### src/rtl/grid_pkg.sv
// grid_pkg: shared grid geometry, pixel colors, reader states and the occupancy classifier
package grid_pkg;
   localparam int GRID_WIDTH  = 160;
   localparam int GRID_HEIGHT = 120;
   localparam int PIXEL_W     = 18;
   typedef logic [2:0] color_t;
   localparam color_t FREE     = 3'b111;
   localparam color_t OCCUPIED = 3'b000;
   localparam color_t UNKNOWN  = 3'b001;
   typedef enum logic [1:0] {IDLE, SCAN, DRAIN, DONE} state_t;
   typedef struct packed {
      logic [7:0] x;
      logic [6:0] y;
      color_t     color;
   } pixel_t;
   function automatic color_t classify(input logic [7:0] d, input logic [7:0] free_max,
                                       input logic [7:0] occ_min);
      return d <= free_max ? FREE : d >= occ_min ? OCCUPIED : UNKNOWN;
   endfunction
endpackage

### src/rtl/pixel_fifo.sv
// pixel_fifo: two-entry first-word-fall-through buffer carrying classified pixels
module pixel_fifo #(
   parameter int W = 18
) (
   input  logic         clock,
   input  logic         reset,
   input  logic         push,
   input  logic [W-1:0] din,
   input  logic         pop,
   output logic [W-1:0] dout,
   output logic [1:0]   count
);
   logic [1:0][W-1:0] mem;
   logic              wr_ptr;
   logic              rd_ptr;
   logic              push_ok;
   logic              pop_ok;
   assign pop_ok  = pop && count != 2'd0;
   assign push_ok = push && (count != 2'd2 || pop_ok);
   assign dout    = mem[rd_ptr];
   // storage and pointers; the head slot only changes on a pop, so dout holds while stalled
   always_ff @(posedge clock or negedge reset) begin
      if (!reset) begin
         mem    <= '0;
         wr_ptr <= 1'b0;
         rd_ptr <= 1'b0;
         count  <= 2'd0;
      end else begin
         if (push_ok) begin
            mem[wr_ptr] <= din;
            wr_ptr      <= !wr_ptr;
         end
         if (pop_ok) rd_ptr <= !rd_ptr;
         count <= count + {1'b0, push_ok} - {1'b0, pop_ok};
      end
   end
endmodule

### src/rtl/vga_grid_reader.sv
// vga_grid_reader: raster-scans the occupancy grid and streams classified pixels to the VGA writer
module vga_grid_reader
   import grid_pkg::*;
#(
   parameter logic [7:0] FREE_MAX = 8'd95,
   parameter logic [7:0] OCC_MIN  = 8'd160
) (
   input  logic       clock,
   input  logic       reset,
   input  logic       start,
   input  logic       occupancy_busy,
   output logic [7:0] x_display,
   output logic [6:0] y_display,
   input  logic [7:0] occupancy_data,
   output logic       vga_busy,
   output logic [7:0] pixel_x,
   output logic [6:0] pixel_y,
   output logic [2:0] pixel_color,
   output logic       pixel_valid,
   input  logic       pixel_ready,
   output logic       frame_done
);
   state_t     state;
   state_t     state_nxt;
   logic       issue;
   logic       pop;
   logic       in_flight;
   logic       x_last;
   logic       last_addr;
   logic [7:0] rd_x;
   logic [6:0] rd_y;
   logic [1:0] count;
   logic [2:0] pending;
   pixel_t     rd_pix;
   pixel_t     head;
   assign pop         = pixel_valid && pixel_ready;
   assign pending     = {1'b0, count} + {2'b0, in_flight} - {2'b0, pop};
   assign x_last      = x_display == 8'(GRID_WIDTH - 1);
   assign last_addr   = x_last && y_display == 7'(GRID_HEIGHT - 1);
   assign rd_pix      = '{x: rd_x, y: rd_y, color: classify(occupancy_data, FREE_MAX, OCC_MIN)};
   assign pixel_valid = count != 2'd0;
   assign pixel_x     = head.x;
   assign pixel_y     = head.y;
   assign pixel_color = head.color;
   // state register
   always_ff @(posedge clock or negedge reset) begin
      if (!reset) state <= IDLE;
      else        state <= state_nxt;
   end
   // next state, read issue and status outputs; a read issues only when the
   // FIFO is guaranteed a free slot for its data one cycle later
   always_comb begin
      state_nxt  = state;
      issue      = 1'b0;
      vga_busy   = state != IDLE;
      frame_done = state == DONE;
      case (state)
         IDLE:  state_nxt = start ? SCAN : IDLE;
         SCAN: begin
            issue     = !occupancy_busy && pending < 3'd2;
            state_nxt = issue && last_addr ? DRAIN : SCAN;
         end
         DRAIN: state_nxt = count == 2'd0 && !in_flight ? DONE : DRAIN;
         default: state_nxt = IDLE;
      endcase
   end
   // raster address counter and the address tag of the read in flight
   always_ff @(posedge clock or negedge reset) begin
      if (!reset) begin
         x_display <= '0;
         y_display <= '0;
         rd_x      <= '0;
         rd_y      <= '0;
         in_flight <= 1'b0;
      end else begin
         in_flight <= issue;
         if (issue) begin
            rd_x      <= x_display;
            rd_y      <= y_display;
            x_display <= x_last ? '0 : x_display + 8'd1;
            if (x_last) y_display <= last_addr ? '0 : y_display + 7'd1;
         end
      end
   end
   pixel_fifo #(.W(PIXEL_W)) u_fifo (
      .clock(clock),
      .reset(reset),
      .push (in_flight),
      .din  (rd_pix),
      .pop  (pop),
      .dout (head),
      .count(count)
   );
endmodule

### config.mk
export PLATFORM = sky130hd
export DESIGN_NAME = vga_grid_reader
export DESIGN_NICKNAME = d
export VERILOG_FILES = /design/src/rtl/grid_pkg.sv /design/src/rtl/pixel_fifo.sv /design/src/rtl/vga_grid_reader.sv
export SDC_FILE = /design/constraint.sdc
export NUM_CORES = 1
export LEC_CHECK = 0
export ABC_AREA = 0
export BUFFER_PORTS_ARGS = -buffer_cell sky130_fd_sc_hd__buf_2
export CELL_PAD_IN_SITES_DETAIL_PLACEMENT = 1
export CELL_PAD_IN_SITES_GLOBAL_PLACEMENT = 1
export CORE_AREA = 2 2 99 101
export DETAILED_ROUTE_END_ITERATION = 12
export DIE_AREA = 0 0 101 103
export PLACE_DENSITY = 0.61
export SYNTH_ARGS = -nofsm -noshare
export SYNTH_HDL_FRONTEND = slang
export SYNTH_SLANG_ARGS = --single-unit
### constraint.sdc
create_clock -name clock -period 3.3 [get_ports clock]
set_input_delay 0.495 -clock clock [delete_from_list [all_inputs] [get_ports clock]]
set_output_delay 0.495 -clock clock [all_outputs]
set_load 0.02 [all_outputs]
==> flow_summary.ini <==
[clock_network]
path_clk_slew_ns = 0.08
clkLatencyLatePin_ns = 0.33
cts_max_level = 3
cts_tree = built
clk_path_buf_depth = 2
cts_buffers = 9
postCtsHoldBufs = 0
root_buffer = clkbuf_8
clock_sinks = 71

[timing]
setup_viol = 0
final.period_utilization = 0.953
finalHoldViolCount = 0
max_freq_ghz = 0.318
slew_violations = 0
rsz0062_at_grt = no
relSlewSlack = 0.416
setup_ws_ns = 0.154
max_slew.worst_pin.slew_ns = 0.876
min_period_ns = 3.15
setup_tns_ns = 0
holdWs_ns = 0.277
fin_skew_ns = 0.00617

[setup_path]
required_ns = 3.55
crit_arrival_ns = 3.40
crit_path_end_kind = flip-flop
path_cells = or2_2, and2_1, ha_1, inv_1, nand2_1, fa_1, xor2_1, or4_4, or3_1, o31ai_2
worstSetupStartpointType = flip-flop
cpMaxStageDelayCell = or4_4
critPathMaxFanout = 4
worst_path_dominant_cell_family = simple AND/OR/NAND/NOR gates
critPathBufInv = 1
slowest_delay_ns = 0.58
critical_path_class = flip-flop to flip-flop

[run]
maxCapViolations = 0

[logic_synthesis]
synth_cell_types = 39
synth_common_cells = dfrtp_1 (71), mux2_2 (52), nand2_1 (46)
syn_area_um2 = 3200
synth_fa_ha_area_frac = 0.0258
syn-num-nets = 285
synth.largest_area_cell = dfrtp_1
synth_top_area_frac = 0.555
synthFlopType = dfrtp_1
synthMuxAreaShare = 0.192
synthSimpleGateAreaFrac = 0.125
yosysWarnings = 0
synth_compound_area_frac = 0.0524
synthXorXnorAreaFrac = 0.0219
synthTopCellsByArea = dfrtp_1 (56%), mux2_2 (18%), nand2_1 (5.4%)
ys_ff_latch = 71
synthMostInstantiatedCell = dfrtp_1
syn_inst = 266
syn_avg_cell_area_um2 = 12.0
async_flop_share = 1.00
yosysSeqAreaShare = 0.555
synth_top_family_by_area = multiplexers
synth-edff-count = 0

[floorplan]
dieWidth_um = 101
design.core.area_um2 = 9460
start_util = 0.338
rows = 36
dieArea_um2 = 10400
die_height_um = 103
io-pin-count = 49

[place]
io_buffers = 43
post-place-ws_ns = 0.0864
dpl.hpwl_um = 4790
finalWeightedCongestion = 0.759

[status]
status = completed

[layout]
fin_nets = 338
area_growth_pct = 18.4
num_antenna_cells = 0
seq_area_um2 = 1780
final.fill_count = 1074
drive_gt1_frac = 0.398
multiInputGateArea_um2 = 1340

[grt]
overflow = 0
antenna_found_initial = 0
grt_max_degree = 41
grt_pass1_wl_um = 11400
grt_pass1_vias = 2190
grt.total_usage = 0.144

[routing]
wl_per_cell_um = 15.6
wl_um = 6820
postRouteAntennaNets = 0
firstDrtPassIters = 4
vias_per_cell = 4.86
drt_iter0_markers = 30
route.detailed.drc = 0
num_vias = 2129

[power_and_ir_drop]
p_int_mw = 1.96
p_seq_frac = 0.430
switching_share = 0.359
power_mw = 3.06
p_clk_frac = 0.233
power_density_nw_per_um2 = 808
switchingPower_mw = 1.10
p_leak_nw = 1.87
vdd_drop_max_mv = 0.262
p_comb_frac = 0.336

[min_path]
hp-class = input pin to async pin
[cell families (layout without fill, tap and decap cells)]
| kind of cell | Yosys count | after routing |
|---|---|---|
| mux | 55 | 55 |
| xor+xnor | 8 | 8 |
| buf+inv | 21 | 79 |
| fa+ha+maj | 6 | 6 |
| compound gates | 27 | 27 |
| flops | 71 | 71 |
| simple gates | 78 | 78 |
[layout make-up]
cell class	count	share of cell area
inverters	12	0.0119
well taps	114	0.0376
clock inverters	5	0.0149
repair buffers	51	0.0727
multi-input cells	174	0.354
flip-flops and latches	71	0.469
clock buffers	11	0.0400
[layout by cell type, fill, tap and decap left out, types with 8 or more instances in the layout]
cell	n
clkbuf_8	11
inv_1	11
o21ai_0	11
buf_4	8
mux2_2	52
nand2_1	46
buf_2	43
dfrtp_1	70
[registers in the layout, indices dropped and copies added, names as in the netlist]
name,cells
rd_x,8
u_fifo.count,2
x_display,8
y_display,7
in_flight,1
u_fifo.rd_ptr,1
rd_y,7
state,2
u_fifo.wr_ptr,1
u_fifo.mem,34
[worst reg2reg max path: stages (launching register included)]
cell,delay (ns)
dfrtp_2,0.41
or2_2,0.32
and2_1,0.19
ha_1,0.28
inv_1,0.08
nand2_1,0.07
fa_1,0.38
xor2_1,0.19
or4_4,0.58
or3_1,0.39
o31ai_2,0.18
[final timing paths]
path | depth (start not counted) | to | from | slack, ns
setup / recovery | 10 | y_display[6] | u_fifo.count[1] | 0.15
hold / removal | 1 | y_display[1] | reset | 0.28
setup reg to reg | 10 | y_display[6] | u_fifo.count[1] | 0.15
hold reg to reg | 2 | rd_x[7] | rd_x[7] | 0.50
max in group asynchronous | 2 | rd_x[4] | reset | 2.25
min in group clock | 3 | state[0] | start | 0.49
[timing repair]
item,4_1_cts,5_1_grt
endpoints found under the setup margin,0,1
setup buffers,0,1
resized for setup,0,2
[metrics by stage]
step	utilization	cell area, um^2	std cells
detailed placement	0.377	3570	421
floorplan	-	3200	266
finish	0.401	3790	438
global route	0.401	3790	438
CTS	0.399	3770	437
global placement	0.377	3570	421
[layer usage]
metal / global-route usage / vias up / part of all wire
li1: - / 1027 / -
met1: 0.198 / 1056 / 0.48
met2: 0.225 / 34 / 0.47
met3: 0.0217 / 12 / 0.024
met4: 0.0686 / 0 / 0.021
met5: 0 / - / 0
[power groups by stage]
| stage | sequential, mW | clock (mW) | combinational (mW) |
|---|---|---|---|
| detailed placement | 1.35 | 0 | 1.03 |
| floorplan | 1.27 | 0 | 0.775 |
| CTS | 1.33 | 0.741 | 1.03 |
| finish | 1.32 | 0.715 | 1.03 |
| global route | 1.36 | 0.774 | 1.15 |
| global placement | 1.33 | 0 | 0.998 |
Power figures use the tool's default switching activity.
